### config.mk
export PLATFORM = sky130hd
export DESIGN_NAME = run_length_encoder_flat
export DESIGN_NICKNAME = d
export VERILOG_FILES = /design/src/rtl/run_length_encoder_pkg.sv /design/src/rtl/run_length_encoder_if.sv /design/src/rtl/rle_fifo2.sv /design/src/rtl/run_length_encoder.sv /design/src/flat_wrapper.sv
export SDC_FILE = /design/constraint.sdc
export NUM_CORES = 1
export LEC_CHECK = 0
export ABC_AREA = 1
export ABC_CLOCK_PERIOD_IN_PS = 5750
export BUFFER_PORTS_ARGS = -buffer_cell sky130_fd_sc_hd__clkbuf_2
export CAP_MARGIN = 20
export CORE_MARGIN = 5
export CORE_UTILIZATION = 40
export CTS_CLUSTER_DIAMETER = 200
export DETAILED_ROUTE_END_ITERATION = 10
export PLACE_DENSITY = 0.61
export SYNTH_ARGS = -nofsm -noshare
export SYNTH_HDL_FRONTEND = slang
export SYNTH_SLANG_ARGS = --single-unit
### constraint.sdc
create_clock -name clock -period 5.75 [get_ports clock]
set_clock_uncertainty 0.2 [all_clocks]
set_input_delay 0.2875 -clock clock [delete_from_list [all_inputs] [get_ports clock]]
set_output_delay 0.2875 -clock clock [all_outputs]
set_load 0.005 [all_outputs]
### src/rtl/run_length_encoder_pkg.sv
// Shared types and helpers for the run-length encoder: FSM state, queued record
// and the saturation limit for a given counter width.
package rle_pkg;

    localparam int RLE_CNT_W_DEFAULT = 8;
    // Widest run length a record can carry; CNT_W must not exceed this.
    localparam int RLE_LEN_W         = 16;

    typedef enum logic {
        EMPTY = 1'b0,
        OPEN  = 1'b1
    } rle_state_t;

    typedef struct packed {
        logic                 value;
        logic [RLE_LEN_W-1:0] len;
    } rle_rec_t;

    function automatic int unsigned rle_max_len(input int unsigned width);
        return (32'd1 << width) - 32'd1;
    endfunction

endpackage

### src/rtl/run_length_encoder_if.sv
// Bit-stream input and record-output handshakes of the run-length encoder.
interface run_length_encoder_if
    import rle_pkg::*;
#(
    parameter int CNT_W = RLE_CNT_W_DEFAULT
);
    logic             in_valid;
    logic             in_bit;
    logic             in_ready;
    logic             flush;
    logic             out_valid;
    logic             out_bit;
    logic [CNT_W-1:0] out_len;
    logic             out_ready;

    modport master (
        output in_valid, in_bit, flush, out_ready,
        input  in_ready, out_valid, out_bit, out_len
    );

    modport slave (
        input  in_valid, in_bit, flush, out_ready,
        output in_ready, out_valid, out_bit, out_len
    );
endinterface

### src/rtl/rle_fifo2.sv
// Two-entry record FIFO; push and pop may coincide whenever an entry is present.
module rle_fifo2
    import rle_pkg::*;
(
    input  logic       clock,
    input  logic       reset,
    input  logic       push,
    input  rle_rec_t   push_rec,
    input  logic       pop,
    output rle_rec_t   head,
    output logic [1:0] count,
    output logic       full,
    output logic       empty
);
    rle_rec_t   mem_reg [2];
    logic       wr_ptr_reg;
    logic       rd_ptr_reg;
    logic [1:0] count_reg;

    for (genvar gi = 0; gi < 2; gi++) begin : g_entry
        always_ff @(posedge clock) begin
            if (!reset) begin
                mem_reg[gi] <= '0;
            end else if (push && (wr_ptr_reg == 1'(gi))) begin
                mem_reg[gi] <= push_rec;
            end
        end
    end

    always_ff @(posedge clock) begin
        if (!reset) begin
            wr_ptr_reg <= 1'b0;
            rd_ptr_reg <= 1'b0;
            count_reg  <= 2'd0;
        end else begin
            if (push) wr_ptr_reg <= ~wr_ptr_reg;
            if (pop)  rd_ptr_reg <= ~rd_ptr_reg;
            case ({push, pop})
                2'b10:   count_reg <= count_reg + 2'd1;
                2'b01:   count_reg <= count_reg - 2'd1;
                default: count_reg <= count_reg;
            endcase
        end
    end

    assign head  = mem_reg[rd_ptr_reg];
    assign count = count_reg;
    assign full  = (count_reg == 2'd2);
    assign empty = (count_reg == 2'd0);
endmodule

### src/rtl/run_length_encoder.sv
// Compresses a 1-bit stream into (value, length) records, saturating runs at
// MAX, and queues them in a two-entry FIFO.
module run_length_encoder
    import rle_pkg::*;
#(
    parameter int CNT_W = RLE_CNT_W_DEFAULT
)(
    input  logic                 clock,
    input  logic                 reset,
    run_length_encoder_if.slave  bus,
    output logic                 idle
);
    localparam logic [CNT_W-1:0] MAX_LEN = CNT_W'(rle_max_len(CNT_W));

    rle_state_t       state_reg, state_next;
    logic             cur_bit_reg, cur_bit_next;
    logic [CNT_W-1:0] cur_len_reg, cur_len_next;

    logic       push, pop, accept;
    logic       fifo_full, fifo_empty;
    logic [1:0] fifo_count;
    rle_rec_t   push_rec, head_rec;

    // Ready depends only on the registered fill level, never on a same-cycle pop.
    assign bus.in_ready = reset && !fifo_full && !bus.flush;
    assign accept       = bus.in_valid && bus.in_ready;
    assign pop          = bus.out_valid && bus.out_ready;
    assign push_rec     = '{value: cur_bit_reg, len: RLE_LEN_W'(cur_len_reg)};

    always_ff @(posedge clock) begin
        if (!reset) begin
            state_reg   <= EMPTY;
            cur_bit_reg <= 1'b0;
            cur_len_reg <= '0;
        end else begin
            state_reg   <= state_next;
            cur_bit_reg <= cur_bit_next;
            cur_len_reg <= cur_len_next;
        end
    end

    always_comb begin
        state_next   = state_reg;
        cur_bit_next = cur_bit_reg;
        cur_len_next = cur_len_reg;
        push         = 1'b0;
        case (state_reg)
            EMPTY: begin
                if (accept) begin
                    state_next   = OPEN;
                    cur_bit_next = bus.in_bit;
                    cur_len_next = CNT_W'(1);
                end
            end
            OPEN: begin
                if (accept) begin
                    if (bus.in_bit == cur_bit_reg && cur_len_reg < MAX_LEN) begin
                        cur_len_next = cur_len_reg + 1'b1;
                    end else begin
                        // Saturated run or bit change: close the run, open a new one.
                        push         = 1'b1;
                        cur_bit_next = bus.in_bit;
                        cur_len_next = CNT_W'(1);
                    end
                end else if (bus.flush && !fifo_full) begin
                    push       = 1'b1;
                    state_next = EMPTY;
                end
            end
            default: state_next = EMPTY;
        endcase
    end

    rle_fifo2 u_fifo (
        .clock    (clock),
        .reset    (reset),
        .push     (push),
        .push_rec (push_rec),
        .pop      (pop),
        .head     (head_rec),
        .count    (fifo_count),
        .full     (fifo_full),
        .empty    (fifo_empty)
    );

    wire unused_head_bits = ^{head_rec.len, fifo_count};

    assign bus.out_valid = !fifo_empty;
    assign bus.out_bit   = head_rec.value;
    assign bus.out_len   = head_rec.len[CNT_W-1:0];
    assign idle          = (state_reg == EMPTY) && fifo_empty;
endmodule

### src/flat_wrapper.sv
// flat-port wrapper written by rule: the top's interface ports become plain ports
module run_length_encoder_flat import rle_pkg::*;
#(
    parameter int CNT_W = RLE_CNT_W_DEFAULT
)
  (clock, reset, idle, bus_in_valid, bus_in_bit, bus_flush, bus_out_ready, bus_in_ready, bus_out_valid, bus_out_bit, bus_out_len);
  run_length_encoder_if #(.CNT_W(CNT_W)) bus_i ();
  input  logic clock;
  input  logic reset;
  output logic idle;
  input wire logic [$bits(bus_i.in_valid)-1:0] bus_in_valid;
  input wire logic [$bits(bus_i.in_bit)-1:0] bus_in_bit;
  input wire logic [$bits(bus_i.flush)-1:0] bus_flush;
  input wire logic [$bits(bus_i.out_ready)-1:0] bus_out_ready;
  output wire logic [$bits(bus_i.in_ready)-1:0] bus_in_ready;
  output wire logic [$bits(bus_i.out_valid)-1:0] bus_out_valid;
  output wire logic [$bits(bus_i.out_bit)-1:0] bus_out_bit;
  output wire logic [$bits(bus_i.out_len)-1:0] bus_out_len;
  assign bus_i.in_valid = bus_in_valid;
  assign bus_i.in_bit = bus_in_bit;
  assign bus_i.flush = bus_flush;
  assign bus_i.out_ready = bus_out_ready;
  assign bus_in_ready = bus_i.in_ready;
  assign bus_out_valid = bus_i.out_valid;
  assign bus_out_bit = bus_i.out_bit;
  assign bus_out_len = bus_i.out_len;
  run_length_encoder #(.CNT_W(CNT_W)) u_core (.clock(clock), .reset(reset), .bus(bus_i), .idle(idle));
endmodule
==> flow_metrics.py <==
metrics = {
    "pwr": {
        "net-switching-power_uw": 106,
        "p_int_uw": 400,
        "switching_share_pct": 20.9,
        "power.combinational.fraction_pct": 7.6,
        "irDropWorstVdd_v": 0.000104,
        "leakage_uw": 0.000685,
        "power_density_nw_per_um2": 286,
        "power_frac_clock_pct": 40.7,
        "seqPwrFrac_pct": 51.8,
    },
    "die": {
        "initial_core_utilization_pct": 41.7,
        "die_width_um": 72,
        "design.portCount": 18,
        "core_area_um2": 3690,
        "fp.dieArea_um2": 5180,
        "placementRows": 22,
        "die_h_um": 72,
    },
    "logic_synthesis": {
        "synth_area_leaders": "sky130_fd_sc_hd__edfxtp_1 35%, sky130_fd_sc_hd__dfxtp_1 20%, sky130_fd_sc_hd__nor2_1 7.8%",
        "synth-main-ff-cell": "sky130_fd_sc_hd__edfxtp_1",
        "ys.warnings.count": 0,
        "ys_top_cells_by_count": "32 x sky130_fd_sc_hd__nor2_1, 22 x sky130_fd_sc_hd__nand2_1, 18 x sky130_fd_sc_hd__edfxtp_1",
        "synth.cell_area_um2": 1540,
        "synth.largest_area_cell": "sky130_fd_sc_hd__edfxtp_1",
        "syn_avg_cell_area_um2": 9.86,
        "yosysSeqAreaShare_pct": 54.7,
        "async_flop_share_pct": 0,
        "synthesis.nets": 164,
        "synth-edff-count": 18,
        "post_synth_inst_count": 156,
        "synth.top_cell.area_share_pct": 35.2,
        "synthDistinctLibCells": 27,
        "synth.most_common_cell": "sky130_fd_sc_hd__nor2_1",
        "ys_ff_latch": 33,
    },
    "timing": {
        "maxSlewHeadroom_pct": 71.1,
        "worst_slew_pin_slew_ns": 0.432,
        "final.min_clock_period_ns": 2.28,
        "setup_viol_count_final": 0,
        "hold_violations": 0,
        "final.hold.worst_slack_ns": 0.101,
        "clock.fmax_ghz": 0.439,
        "rsz0062_at_grt": "no",
        "final.period_utilization_pct": 39.7,
        "report.final.slew_viol_count": 0,
        "fin_setup_tns_ns": 0,
    },
    "clock_network": {
        "htree_levels": 2,
        "cts_inserted_buffers": 5,
        "clockBufferDepth": 2,
        "clock_transition_time_at_the_flip_flop_clock_pins_of_the_worst_setup_and_hold_paths_ns": 0.07,
        "cts_num_sinks": 33,
        "cts-root-buf": "sky130_fd_sc_hd__clkbuf_8",
        "post_cts_hold_buffer_count": 0,
        "clk_latency_ns": 0.28,
        "ctsResizeCount": 0,
        "cts_setup_buffers": 0,
        "tritoncts": "yes",
    },
    "place": {
        "gp_congestion": 0.821,
        "place_area_um2": 1660,
        "port_buffers": 17,
        "place.detailed.hpwl_um": 1930,
    },
    "min_path": {
        "timing.hold.worst.start": "bus_in_bit",
        "hold_path.class": "primary input to flop",
        "worst_hold_path.endpoint": "u_core.cur_bit_reg$_SDFFE_PN0P_",
        "hold_depth": 3,
    },
    "layout": {
        "largest_register_ffs": 18,
        "synthToLayoutAreaGrowth_pct": 15.1,
        "utilization_pct": 48.0,
        "stdcell_area_um2": 1770,
        "num_antenna_cells": 0,
        "drive_gt1_share_pct": 24.2,
        "layout.filler_cells": 356,
        "number_of_nets_in_the_layout": 185,
    },
    "worst_setup_path": {
        "end_kind": "flop",
        "critical-path-top-delay-family": "compound AO/OA/AOI/OAI gates",
        "crit_type": "flop to flop",
        "r2r_start": "u_core.cur_len_reg[0]$_SDFFE_PN0P_",
        "regToRegSetupSlack_ns": 3.47,
        "slowest_stage": "sky130_fd_sc_hd__dfxtp_1",
        "critical_path_required_ns": 5.76,
        "r2r.worst_path.cells": 14,
        "cp_cell_sequence": "ha_1 -> nand2_1 -> nor2_1 -> nand2_1 -> nand2_1 -> nand2_4 -> a21oi_1 -> inv_1 -> ha_1 -> a21oi_1 -> o21ai_0 -> inv_1 -> o21ai_0 -> a21oi_1",
        "crit_path_max_fanout": 4,
        "timing.critical_path.from": "u_core.cur_len_reg[0]$_SDFFE_PN0P_",
        "worstSetupStartpointType": "flop",
        "critPathMaxStageDelay_ns": 0.37,
        "reg2reg_to": "u_core.u_fifo.count[1]$_SDFFE_PN0P_",
        "cp.arrival_ns": 2.29,
        "cp.buffers_inverters": 2,
    },
    "detailed_routing": {
        "first_iter_violations": 28,
        "postRouteAntennaNets": 0,
        "via_per_inst": 4.68,
        "vias": 1057,
        "detail_route.drc_violations": 0,
        "drt_first_pass_iters": 4,
        "wire_per_inst_um": 11.7,
        "drt-total-wl_um": 2650,
    },
    "global_routing": {
        "grt_start_max_net_pins": 11,
        "global_route.peak_usage_layer": "met2",
        "groute.layer.met1.usage_pct": 11.7,
        "antenna_violations_before_repair": 0,
        "gr-usage-all-layers_pct": 12.0,
        "grt_util_met3_pct": 5.12,
        "grt.overflow.total": 0,
        "grtUsageMet2_pct": 21.6,
        "grt_pass1_wl_um": 4610,
        "grt_pass1_vias": 1072,
    },
    "run_status": {
        "outcome": "complete, no violations",
    },
    "flow_run": {
        "maxCapViolCount": 0,
    },
}
==> kinds of logic (layout without fill, tap and decap cells) <==
logic type	Yosys count	in the layout	synth area share (%)
xor gates and xnor gates	5	5	2.85
and+or+nand+nor	69	69	22.7
buffers and inverters	22	44	6.18
DFF	33	33	54.7
muxes	9	9	6.59
AOI/OAI and AO/OA	16	16	5.37
adders and majority gates	2	2	1.63
==> layout make-up <==
class	instances	area, µm²	share of cell area [%]
clock inverter	2	33.8	1.91
inverter	19	75.1	4.24
multi-input combinational	101	602	34.0
sequential	33	841	47.5
timing repair buffer	17	85.1	4.81
tap	48	60.1	3.39
clock buffer	6	72.6	4.10
==> through the flow <==
stage / worst slack [ns] / cells / total power [µW]
after CTS: 3.47 / 226 / 512
after detailed placement: 3.43 / 218 / 306
final: 3.47 / 226 / 506
after global routing: 3.30 / 226 / 534
after global placement: 3.51 / 218 / 305
after floorplan: 3.66 / 156 / 293
==> worst register-to-register path, delay by kind of cell (launching register included) <==
| family | cells | cell delay, ns |
|---|---|---|
| flops | 1 | 0.37 |
| compound gates | 5 | 0.56 |
| fa+ha+maj | 2 | 0.50 |
| simple gates | 5 | 0.45 |
| buf+inv | 2 | 0.15 |
==> per-layer routing <==
metal  wire length, µm  vias to the layer above  part of all wire [%]
li1                  -                      549                     -
met3               119                        6                   4.5
met1              1130                      487                    43
met2              1350                       15                    51
met5                 0                        -                     0
met4                52                        0                   2.0
==> cell usage in the layout, fill, tap and decap left out, types with 2 or more instances in the layout <==
| master | netlist | final |
|---|---|---|
| sky130_fd_sc_hd__o21ai_1 | 2 | 2 |
| sky130_fd_sc_hd__xor2_1 | 4 | 4 |
| sky130_fd_sc_hd__nand2_1 | 22 | 22 |
| sky130_fd_sc_hd__edfxtp_1 | 18 | 18 |
| sky130_fd_sc_hd__dfxtp_1 | 15 | 15 |
| sky130_fd_sc_hd__ha_1 | 2 | 2 |
| sky130_fd_sc_hd__nor2_1 | 32 | 32 |
| sky130_fd_sc_hd__mux2_2 | 9 | 9 |
| sky130_fd_sc_hd__clkbuf_2 | 0 | 17 |
| sky130_fd_sc_hd__o21ai_0 | 5 | 5 |
| sky130_fd_sc_hd__inv_1 | 17 | 17 |
| sky130_fd_sc_hd__a21oi_1 | 8 | 8 |
| sky130_fd_sc_hd__clkbuf_8 | 0 | 5 |
| sky130_fd_sc_hd__nand4_4 | 2 | 2 |
| sky130_fd_sc_hd__nand2_4 | 2 | 2 |
| sky130_fd_sc_hd__nand3_1 | 5 | 5 |
==> power by group through the flow <==
stage               sequential, µW  combinational [µW]  clock [µW]
floorplan                      264                28.7           0
global placement               267                38.1           0
finish                         262                38.3         206
global route                   263                42.6         228
detailed placement             267                38.8           0
CTS                            262                39.0         211
==> worst max-delay path by stage <==
stage	end	slack, ns	depth (start not counted)
floorplan	u_core.u_fifo.count[1]$_SDFFE_PN0P_	3.66	14
global placement	u_core.u_fifo.count[1]$_SDFFE_PN0P_	3.51	14
detailed placement	u_core.u_fifo.count[1]$_SDFFE_PN0P_	3.43	14
CTS	u_core.u_fifo.count[1]$_SDFFE_PN0P_	3.47	14
global route	u_core.u_fifo.count[1]$_SDFFE_PN0P_	3.30	14
finish	u_core.u_fifo.count[1]$_SDFFE_PN0P_	3.47	14
(Power assumes the default switching activity.)
